### config.mk
export PLATFORM = sky130hd
export DESIGN_NAME = multi_cycle_ctrl
export DESIGN_NICKNAME = d
export VERILOG_FILES = /design/src/rtl/multi_cycle_ctrl_pkg.sv /design/src/rtl/multi_cycle_ctrl.sv
export SDC_FILE = /design/constraint.sdc
export NUM_CORES = 1
export LEC_CHECK = 0
export BUFFER_PORTS_ARGS = -buffer_cell sky130_fd_sc_hd__buf_2
export CORE_UTILIZATION = 44
export DETAILED_ROUTE_END_ITERATION = 8
export GPL_ROUTABILITY_DRIVEN = 0
export MAX_ROUTING_LAYER = met4
export PLACE_DENSITY = 0.74
export SYNTH_ARGS = -nofsm -noshare
export SYNTH_HDL_FRONTEND = slang
export SYNTH_SLANG_ARGS = --single-unit
### constraint.sdc
create_clock -name clk_i -period 1.5 [get_ports clk_i]
set_input_delay 0.15 -clock clk_i [delete_from_list [all_inputs] [get_ports clk_i]]
set_output_delay 0.15 -clock clk_i [all_outputs]
set_load 0.01 [all_outputs]
### src/rtl/multi_cycle_ctrl_pkg.sv
// Shared constants for the multi-cycle MIPS main control FSM.
// Opcodes, state encodings, ALUOp codes and datapath mux selects.
package multi_cycle_ctrl_pkg;

  localparam logic [5:0] OP_R    = 6'b000000;
  localparam logic [5:0] OP_ADDI = 6'b001000;
  localparam logic [5:0] OP_LUI  = 6'b001111;
  localparam logic [5:0] OP_LW   = 6'b100011;
  localparam logic [5:0] OP_SW   = 6'b101011;
  localparam logic [5:0] OP_BEQ  = 6'b000100;
  localparam logic [5:0] OP_BNE  = 6'b000101;
  localparam logic [5:0] OP_J    = 6'b000010;

  localparam logic [2:0] ALU_ADD   = 3'b000;
  localparam logic [2:0] ALU_BEQ   = 3'b001;
  localparam logic [2:0] ALU_RTYPE = 3'b010;
  localparam logic [2:0] ALU_BNE   = 3'b110;
  localparam logic [2:0] ALU_LUI   = 3'b101;

  localparam logic [1:0] SRCB_RT   = 2'd0;
  localparam logic [1:0] SRCB_4    = 2'd1;
  localparam logic [1:0] SRCB_IMM  = 2'd2;
  localparam logic [1:0] SRCB_IMM2 = 2'd3;

  localparam logic [1:0] PCSRC_ALU  = 2'd0;
  localparam logic [1:0] PCSRC_OUT  = 2'd1;
  localparam logic [1:0] PCSRC_JUMP = 2'd2;

  typedef enum logic [3:0] {
    S_IF      = 4'd0,
    S_ID      = 4'd1,
    S_EX_R    = 4'd2,
    S_EX_I    = 4'd3,
    S_EX_ADDR = 4'd4,
    S_MEM     = 4'd5,
    S_WB_MEM  = 4'd6,
    S_WB_ALU  = 4'd7,
    S_EX_BR   = 4'd8,
    S_EX_J    = 4'd9
  } state_t;

endpackage

### src/rtl/multi_cycle_ctrl.sv
// Main control FSM of the multi-cycle MIPS datapath.
// Sequences IF/ID/EX/MEM/WB over a shared handshaked memory.
module multi_cycle_ctrl
  import multi_cycle_ctrl_pkg::*;
#(
  parameter int MEM_TIMEOUT = 15
) (
  input  logic       clk_i,
  input  logic       rst_i,
  input  logic [5:0] opcode_i,
  input  logic       zero_i,
  input  logic       mem_ready_i,
  output logic [2:0] alu_op_o,
  output logic       alu_src_a_o,
  output logic [1:0] alu_src_b_o,
  output logic       pc_we_o,
  output logic [1:0] pc_src_o,
  output logic       ir_we_o,
  output logic       mem_req_o,
  output logic       mem_we_o,
  output logic       iord_o,
  output logic       reg_we_o,
  output logic       reg_dst_o,
  output logic       mem_to_reg_o,
  output logic       ill_op_o,
  output logic       bus_err_o,
  output logic [3:0] state_o
);

  localparam int CW =
    (MEM_TIMEOUT > 0) ? $clog2(MEM_TIMEOUT + 1) : 1;
  localparam logic [CW-1:0] TO_LAST =
    CW'((MEM_TIMEOUT > 0) ? MEM_TIMEOUT - 1 : 0);

  state_t        state;
  state_t        state_nx;
  logic [5:0]    op;
  logic [CW-1:0] cnt;
  logic          to_hit;

  assign state_o = state;

  // Timeout fires in the wait cycle that would be the MEM_TIMEOUT-th one.
  assign to_hit = (MEM_TIMEOUT > 0) && !mem_ready_i
                  && (cnt == TO_LAST);

  // Next-state and Moore/qualified outputs from state and latched opcode.
  always_comb begin
    state_nx     = S_IF;
    alu_op_o     = ALU_ADD;
    alu_src_a_o  = 1'b0;
    alu_src_b_o  = SRCB_RT;
    pc_we_o      = 1'b0;
    pc_src_o     = PCSRC_ALU;
    ir_we_o      = 1'b0;
    mem_req_o    = 1'b0;
    mem_we_o     = 1'b0;
    iord_o       = 1'b0;
    reg_we_o     = 1'b0;
    reg_dst_o    = 1'b0;
    mem_to_reg_o = 1'b0;
    ill_op_o     = 1'b0;
    bus_err_o    = 1'b0;
    case (state)
      S_IF: begin
        mem_req_o   = 1'b1;
        alu_src_b_o = SRCB_4;
        if (mem_ready_i) begin
          ir_we_o  = 1'b1;
          pc_we_o  = 1'b1;
          state_nx = S_ID;
        end else if (to_hit) begin
          bus_err_o = 1'b1;
          state_nx  = S_IF;
        end else begin
          state_nx = S_IF;
        end
      end
      S_ID: begin
        alu_src_b_o = SRCB_IMM2;
        unique case (1'b1)
          (opcode_i == OP_R):    state_nx = S_EX_R;
          (opcode_i == OP_ADDI),
          (opcode_i == OP_LUI):  state_nx = S_EX_I;
          (opcode_i == OP_LW),
          (opcode_i == OP_SW):   state_nx = S_EX_ADDR;
          (opcode_i == OP_BEQ),
          (opcode_i == OP_BNE):  state_nx = S_EX_BR;
          (opcode_i == OP_J):    state_nx = S_EX_J;
          default: begin
            ill_op_o = 1'b1;
            state_nx = S_IF;
          end
        endcase
      end
      S_EX_R: begin
        alu_src_a_o = 1'b1;
        alu_op_o    = ALU_RTYPE;
        state_nx    = S_WB_ALU;
      end
      S_EX_I: begin
        alu_src_a_o = 1'b1;
        alu_src_b_o = SRCB_IMM;
        alu_op_o    = (op == OP_LUI) ? ALU_LUI : ALU_ADD;
        state_nx    = S_WB_ALU;
      end
      S_EX_ADDR: begin
        alu_src_a_o = 1'b1;
        alu_src_b_o = SRCB_IMM;
        state_nx    = S_MEM;
      end
      S_MEM: begin
        mem_req_o = 1'b1;
        iord_o    = 1'b1;
        mem_we_o  = (op == OP_SW);
        if (mem_ready_i) begin
          state_nx = (op == OP_SW) ? S_IF : S_WB_MEM;
        end else if (to_hit) begin
          bus_err_o = 1'b1;
          state_nx  = S_IF;
        end else begin
          state_nx = S_MEM;
        end
      end
      S_WB_MEM: begin
        reg_we_o     = 1'b1;
        mem_to_reg_o = 1'b1;
      end
      S_WB_ALU: begin
        reg_we_o  = 1'b1;
        reg_dst_o = (op == OP_R);
      end
      S_EX_BR: begin
        alu_src_a_o = 1'b1;
        pc_src_o    = PCSRC_OUT;
        if (op == OP_BNE) begin
          alu_op_o = ALU_BNE;
          pc_we_o  = ~zero_i;
        end else begin
          alu_op_o = ALU_BEQ;
          pc_we_o  = zero_i;
        end
      end
      S_EX_J: begin
        pc_we_o  = 1'b1;
        pc_src_o = PCSRC_JUMP;
      end
      default: state_nx = S_IF;
    endcase
    if (rst_i) begin
      alu_op_o     = ALU_ADD;
      alu_src_a_o  = 1'b0;
      alu_src_b_o  = SRCB_RT;
      pc_we_o      = 1'b0;
      pc_src_o     = PCSRC_ALU;
      ir_we_o      = 1'b0;
      mem_req_o    = 1'b0;
      mem_we_o     = 1'b0;
      iord_o       = 1'b0;
      reg_we_o     = 1'b0;
      reg_dst_o    = 1'b0;
      mem_to_reg_o = 1'b0;
      ill_op_o     = 1'b0;
      bus_err_o    = 1'b0;
    end
  end

  // State, latched opcode and memory wait counter.
  always_ff @(posedge clk_i) begin
    if (rst_i) begin
      state <= S_IF;
      op    <= 6'd0;
      cnt   <= '0;
    end else begin
      state <= state_nx;
      if (state == S_ID) op <= opcode_i;
      if (mem_req_o && !mem_ready_i && !bus_err_o
          && (state_nx == state))
        cnt <= cnt + 1'b1;
      else
        cnt <= '0;
    end
  end

endmodule

-- Yosys cells after proc, flatten, opt, wreduce, memory -nomap -nowiden
Index checks and enable logic that the tools add are counted.
- output and inout bits: 22
- input port bits: 10
- logic and storage cells: 87
- register bits after elaboration: 14
- mux-type cells: 41
- reductions and logical operators: 19
- add/subtract/negate cells: 1
- equal/unequal tests: 21
- bitwise operators: 2
- operators by type and width (cell ; number):
    $pmux W4 S5 ; 2
    $mux W1 ; 27
    $eq A6 B3 Y1 const B ; 3
    $eq A6 B4 Y1 const B ; 3
    $eq A6 B6 Y1 const B ; 3
    $mux W3 ; 6
    $eq A4 B3 Y1 const B ; 4
    $reduce_or A2 Y1 ; 8
    $eq A4 B4 Y1 const B ; 3
    $logic_not A6 Y1 ; 2
    $pmux W3 S3 ; 1
    $eq A4 B2 Y1 const B ; 2
    $reduce_or A8 Y1 ; 1
    $eq A6 B2 Y1 const B ; 1
    $pmux W2 S3 ; 1
    $add A4 B1 Y4 const B ; 1
    $eq A4 B1 Y1 const B ; 1
    $eq A4 B4 Y1 ; 1
    $logic_and A1 B1 Y1 ; 4
    $logic_not A4 Y1 ; 1
    $mux W2 ; 2
    $pmux W2 S2 ; 1
    $reduce_or A4 Y1 ; 1
    $pmux W1 S3 ; 1
    other kinds (2) ; 4

-- Depth between registers and ports, before layout
- depth after elaboration: 11
- gate-level depth with buffers: 6
- mapped depth without buffers: 6

-- Worst setup path before layout
OpenSTA, ideal clock, no wires.
- path type: register to output
- from: register state[3] (netlist: state_o[3])
- to: output ill_op_o
- cell stages (with the launch flop): 5
- arrival: 1.628 ns
- path buffers: 1
- slack: -0.278 ns
- cells stage by stage: dfxtp_1 > buf_2 > or3b_4 > or3_4 > nor4_1
- longest elaborated chain between the ends: 3
- RTL lines (element ; line ; text):
    start, declared ; multi_cycle_ctrl.sv:35 ; state_t state;
    start signal, assigned ; multi_cycle_ctrl.sv:175 ; state <= state_nx;
    $eq A4 B1 Y1 ; multi_cycle_ctrl.sv:64 ; case (state)
    $mux W1 ; multi_cycle_ctrl.sv:64 ;
    $mux W1 ; multi_cycle_ctrl.sv:150 ; if (rst_i) begin
    end, declared ; multi_cycle_ctrl.sv:25 ; output logic ill_op_o,
No other way between the ends.

-- Worst setup path after layout
- from: register state[0] (netlist: state_o[0])
- to: output alu_op_o[2]
- longest elaborated chain between the ends: 3
- elaborated cells on any way between the ends: 5
- RTL lines (element ; line ; text):
    $eq A4 B4 Y1 or $eq A4 B2 Y1 (tied branches) ; multi_cycle_ctrl.sv:64 ;
    $pmux W3 S3 * ; multi_cycle_ctrl.sv:64 ;
    $mux W3 * ; multi_cycle_ctrl.sv:150 ;
    end, declared ; multi_cycle_ctrl.sv:13 ; output logic [2:0] alu_op_o,
Mark *: on every way between the ends. The rest lies on a longest branch, timed or not.

==> impl_metrics.env <==
export IMPL_critical_path_class="flip-flop to output pin"
export IMPL_crit_path_max_incr_delay_ns=0.42
export IMPL_cp_required_ns=1.35
export IMPL_ys_ff_latch=14
export IMPL_met1_usage=0.303
export IMPL_clock_path_buffers=2
export IMPL_p_switching_mw=0.284
export IMPL_hold_buffers=0
export IMPL_nNetsFinal=198
export IMPL_cts_tree="done"
export IMPL_min_path_type="input port to flip-flop"
export IMPL_worstPathArrival_ns=1.80
export IMPL_antenna_found_initial=0
export IMPL_clock_latency_ns=0.28
export IMPL_slew_headroom=0.740
export IMPL_power_share_sequential=0.425
export IMPL_worst_slack_ns=-0.450
export IMPL_dp_cells=198
export IMPL_wl_per_cell_um=16.3
export IMPL_fillers=121
export IMPL_avgSynthCellArea_sq_um=7.51
export IMPL_fp_dieW_um=48.6
export IMPL_p_per_area_nw_per_um2=583
export IMPL_clkSinkCount=14
export IMPL_post_dp_hpwl_um=2030
export IMPL_end_kind="output pin"
export IMPL_cts_buffers=3
export IMPL_postRouteAntennaNets=0
export IMPL_slew_viol_final=0
export IMPL_finalHoldViolations=0
export IMPL_post_route_period_util=1.30
export IMPL_status="finished, violations left"
export IMPL_leakagePower_nw=0.712
export IMPL_synth_cells=127
export IMPL_ys_seq_area_frac=0.294
export IMPL_core_area_sq_um=2000
export IMPL_max_slew_worst_pin_slew_ns=0.386
export IMPL_ys_warn_count=0
export IMPL_swShare=0.299
export IMPL_totalWireLength_um=3460
export IMPL_tns_ns=-4.67
export IMPL_netlist_area_sq_um=953
export IMPL_io_buffer_count=31
export IMPL_setup_viol=27
export IMPL_drc=0
export IMPL_die_y_um=48.6
export IMPL_use_met2=0.514
export IMPL_p_int_mw=0.668
export IMPL_period_minus_slack_ns=1.95
export IMPL_drive_gt1_frac=0.578
export IMPL_synth_distinct_cells=36
export IMPL_grt_pass1_wl_um=5160
export IMPL_hold_slack_ns=0.111
export IMPL_clkPwrFrac=0.299
export IMPL_grt_pass1_vias=1203
export IMPL_top_level_ports=32
export IMPL_dieArea_sq_um=2360
export IMPL_rsz0062_at_grt="yes"
export IMPL_drtPass1Iterations=4
export IMPL_detail_route_iter0_violations=40
export IMPL_grt_busiest_layer="met2"
export IMPL_failed_checks="negative setup slack"
export IMPL_max_freq_mhz=513
export IMPL_diodes=0
export IMPL_cts_max_level=1
export IMPL_combPwrFrac=0.276
export IMPL_cp_start_kind="flip-flop"
export IMPL_via_per_inst=5.83
export IMPL_ir_drop_uv=548
export IMPL_vias=1237
export IMPL_critPathSlowestCell="or3b_4"
export IMPL_start_util=0.476
export IMPL_grtUsageMet3=0.0409
export IMPL_clk_pin_slew_ns=0.09
export IMPL_layout_cells_non_filler=212
export IMPL_crit_fanout=3
export IMPL_synthToLayoutAreaGrowth_pct=71.3
export IMPL_r2r_slack_ns=-0.24
export IMPL_total_power_mw=0.952
export IMPL_crit_chain="or3b_4 -> nor4_4 -> nand4_1 -> a21oi_2 -> buf_2"
export IMPL_cap_violations=0
export IMPL_grt_max_degree=10
export IMPL_grt_use_total=0.282
export IMPL_overflow=0
export IMPL_rows=16
export IMPL_syn_num_nets=139
export IMPL_fin_skew_ns=0.00105
export IMPL_cts_root_buf="clkbuf_4"
[worst max-delay path: cells and delay by family, from the launching register on]
kind	cells	cell delay [ns]
AND/OR/NAND/NOR	3	0.87
AO/OA/AOI/OAI	1	0.16
buffers and inverters	1	0.13
flip-flops	1	0.35
[power by group through the flow]
stage                     clock network (mW)  logic (mW)  registers, mW
after floorplan                            0      0.0935          0.408
after global placement                     0       0.167          0.407
after detailed placement                   0       0.171          0.408
after CTS                              0.287       0.217          0.400
after global routing                   0.311       0.279          0.407
final                                  0.284       0.263          0.405
[timing repair]
action / CTS / global route
gates resized for setup: 38 / 20
pin swaps: 14 / 10
setup buffers: 6 / 4
setup endpoints to repair: 20 / 27
[logic make-up after synthesis]
logic type / after synthesis / share of synthesized area
AND/OR/NAND/NOR: 67 / 0.392
AO/OA/AOI/OAI: 23 / 0.147
flip-flops: 14 / 0.294
buffers and inverters: 12 / 0.0499
multiplexers: 6 / 0.0630
XOR/XNOR: 3 / 0.0276
adder cells (fa/ha/maj): 2 / 0.0262
[per-layer routing]
layer	share of wire	vias up	routed length [um]
li1	-	570	-
met1	0.40	588	1390
met2	0.49	59	1680
met5	0	-	0
met3	0.060	20	209
met4	0.052	0	181
[synth_stat cells]
master	instances	area, sq um
nor2b_1	3	18.8
a31oi_1	1	6.26
clkbuf_1	3	11.3
o41ai_2	1	16.3
a211oi_1	2	15.0
nor4b_1	1	8.76
or3_1	1	6.26
nor2_1	19	71.3
a2111oi_0	1	8.76
or3b_4	1	11.3
nand4_1	2	12.5
nand2_1	6	22.5
or3_4	1	11.3
or2b_1	1	7.51
and3b_1	1	8.76
nand3_1	5	25.0
xor2_1	1	8.76
xnor2_1	2	17.5
or3b_2	1	8.76
or4_1	2	15.0
a21oi_1	9	45.0
ha_1	2	25.0
mux2i_1	6	60.1
or2_2	1	6.26
and3_1	4	25.0
nor3b_1	3	22.5
nor4_1	6	37.5
nor2_2	1	6.26
and4_1	1	8.76
o32ai_1	1	8.76
nand2b_1	4	25.0
inv_1	7	26.3
dfxtp_1	14	280
o21ai_0	8	40.0
buf_2	2	10.0
nor3_1	3	15.0
[sequential cells by signal, indices dropped and copies added, names as in the netlist]
| signal | flops |
|---|---|
| state_o | 4 |
| op | 6 |
| cnt | 4 |
[metrics by stage]
| step | util | area (sq um) | worst slack (ns) |
|---|---|---|---|
| floorplan | - | 991 | -0.0342 |
| global placement | 0.643 | 1290 | 0.0109 |
| detailed placement | 0.643 | 1290 | -0.0653 |
| CTS | 0.759 | 1520 | -0.359 |
| global route | 0.816 | 1630 | -0.474 |
| finish | 0.816 | 1630 | -0.450 |
[worst paths after layout]
check,start,depth (start not counted),end
worst min register to register,cnt[0]$_SDFF_PP0_,1,cnt[0]$_SDFF_PP0_
worst min-delay path,opcode_i[5],2,state_o[0]$_SDFF_PP0_
worst max-delay path,state_o[0]$_SDFF_PP0_,5,alu_op_o[2]
worst max register to register,state_o[0]$_SDFF_PP0_,5,state_o[0]$_SDFF_PP0_
[cell type report]
type | instances | area (sq um) | share of cell area
Timing Repair Buffer | 59 | 409 | 0.251
Tap cell | 27 | 33.8 | 0.0207
Inverter | 7 | 26.3 | 0.0161
Multi-Input combinational cell | 101 | 835 | 0.511
Clock buffer | 4 | 36.3 | 0.0222
Sequential cell | 14 | 293 | 0.179
[layout by cell type, fill, tap and decap left out, types with 3 or more instances in the layout]
cell type,count
buf_2,30
buf_4,18
nor2_1,12
buf_6,11
dfxtp_2,7
inv_1,6
o21ai_0,6
mux2i_1,6
dfxtp_1,6
nand2_1,5
a21oi_1,5
nor2_2,5
nor4_4,4
a21oi_2,4
nand2b_1,3
nor2_4,3
nand3_1,3
clkbuf_4,3
Power figures use the tool's default switching activity.
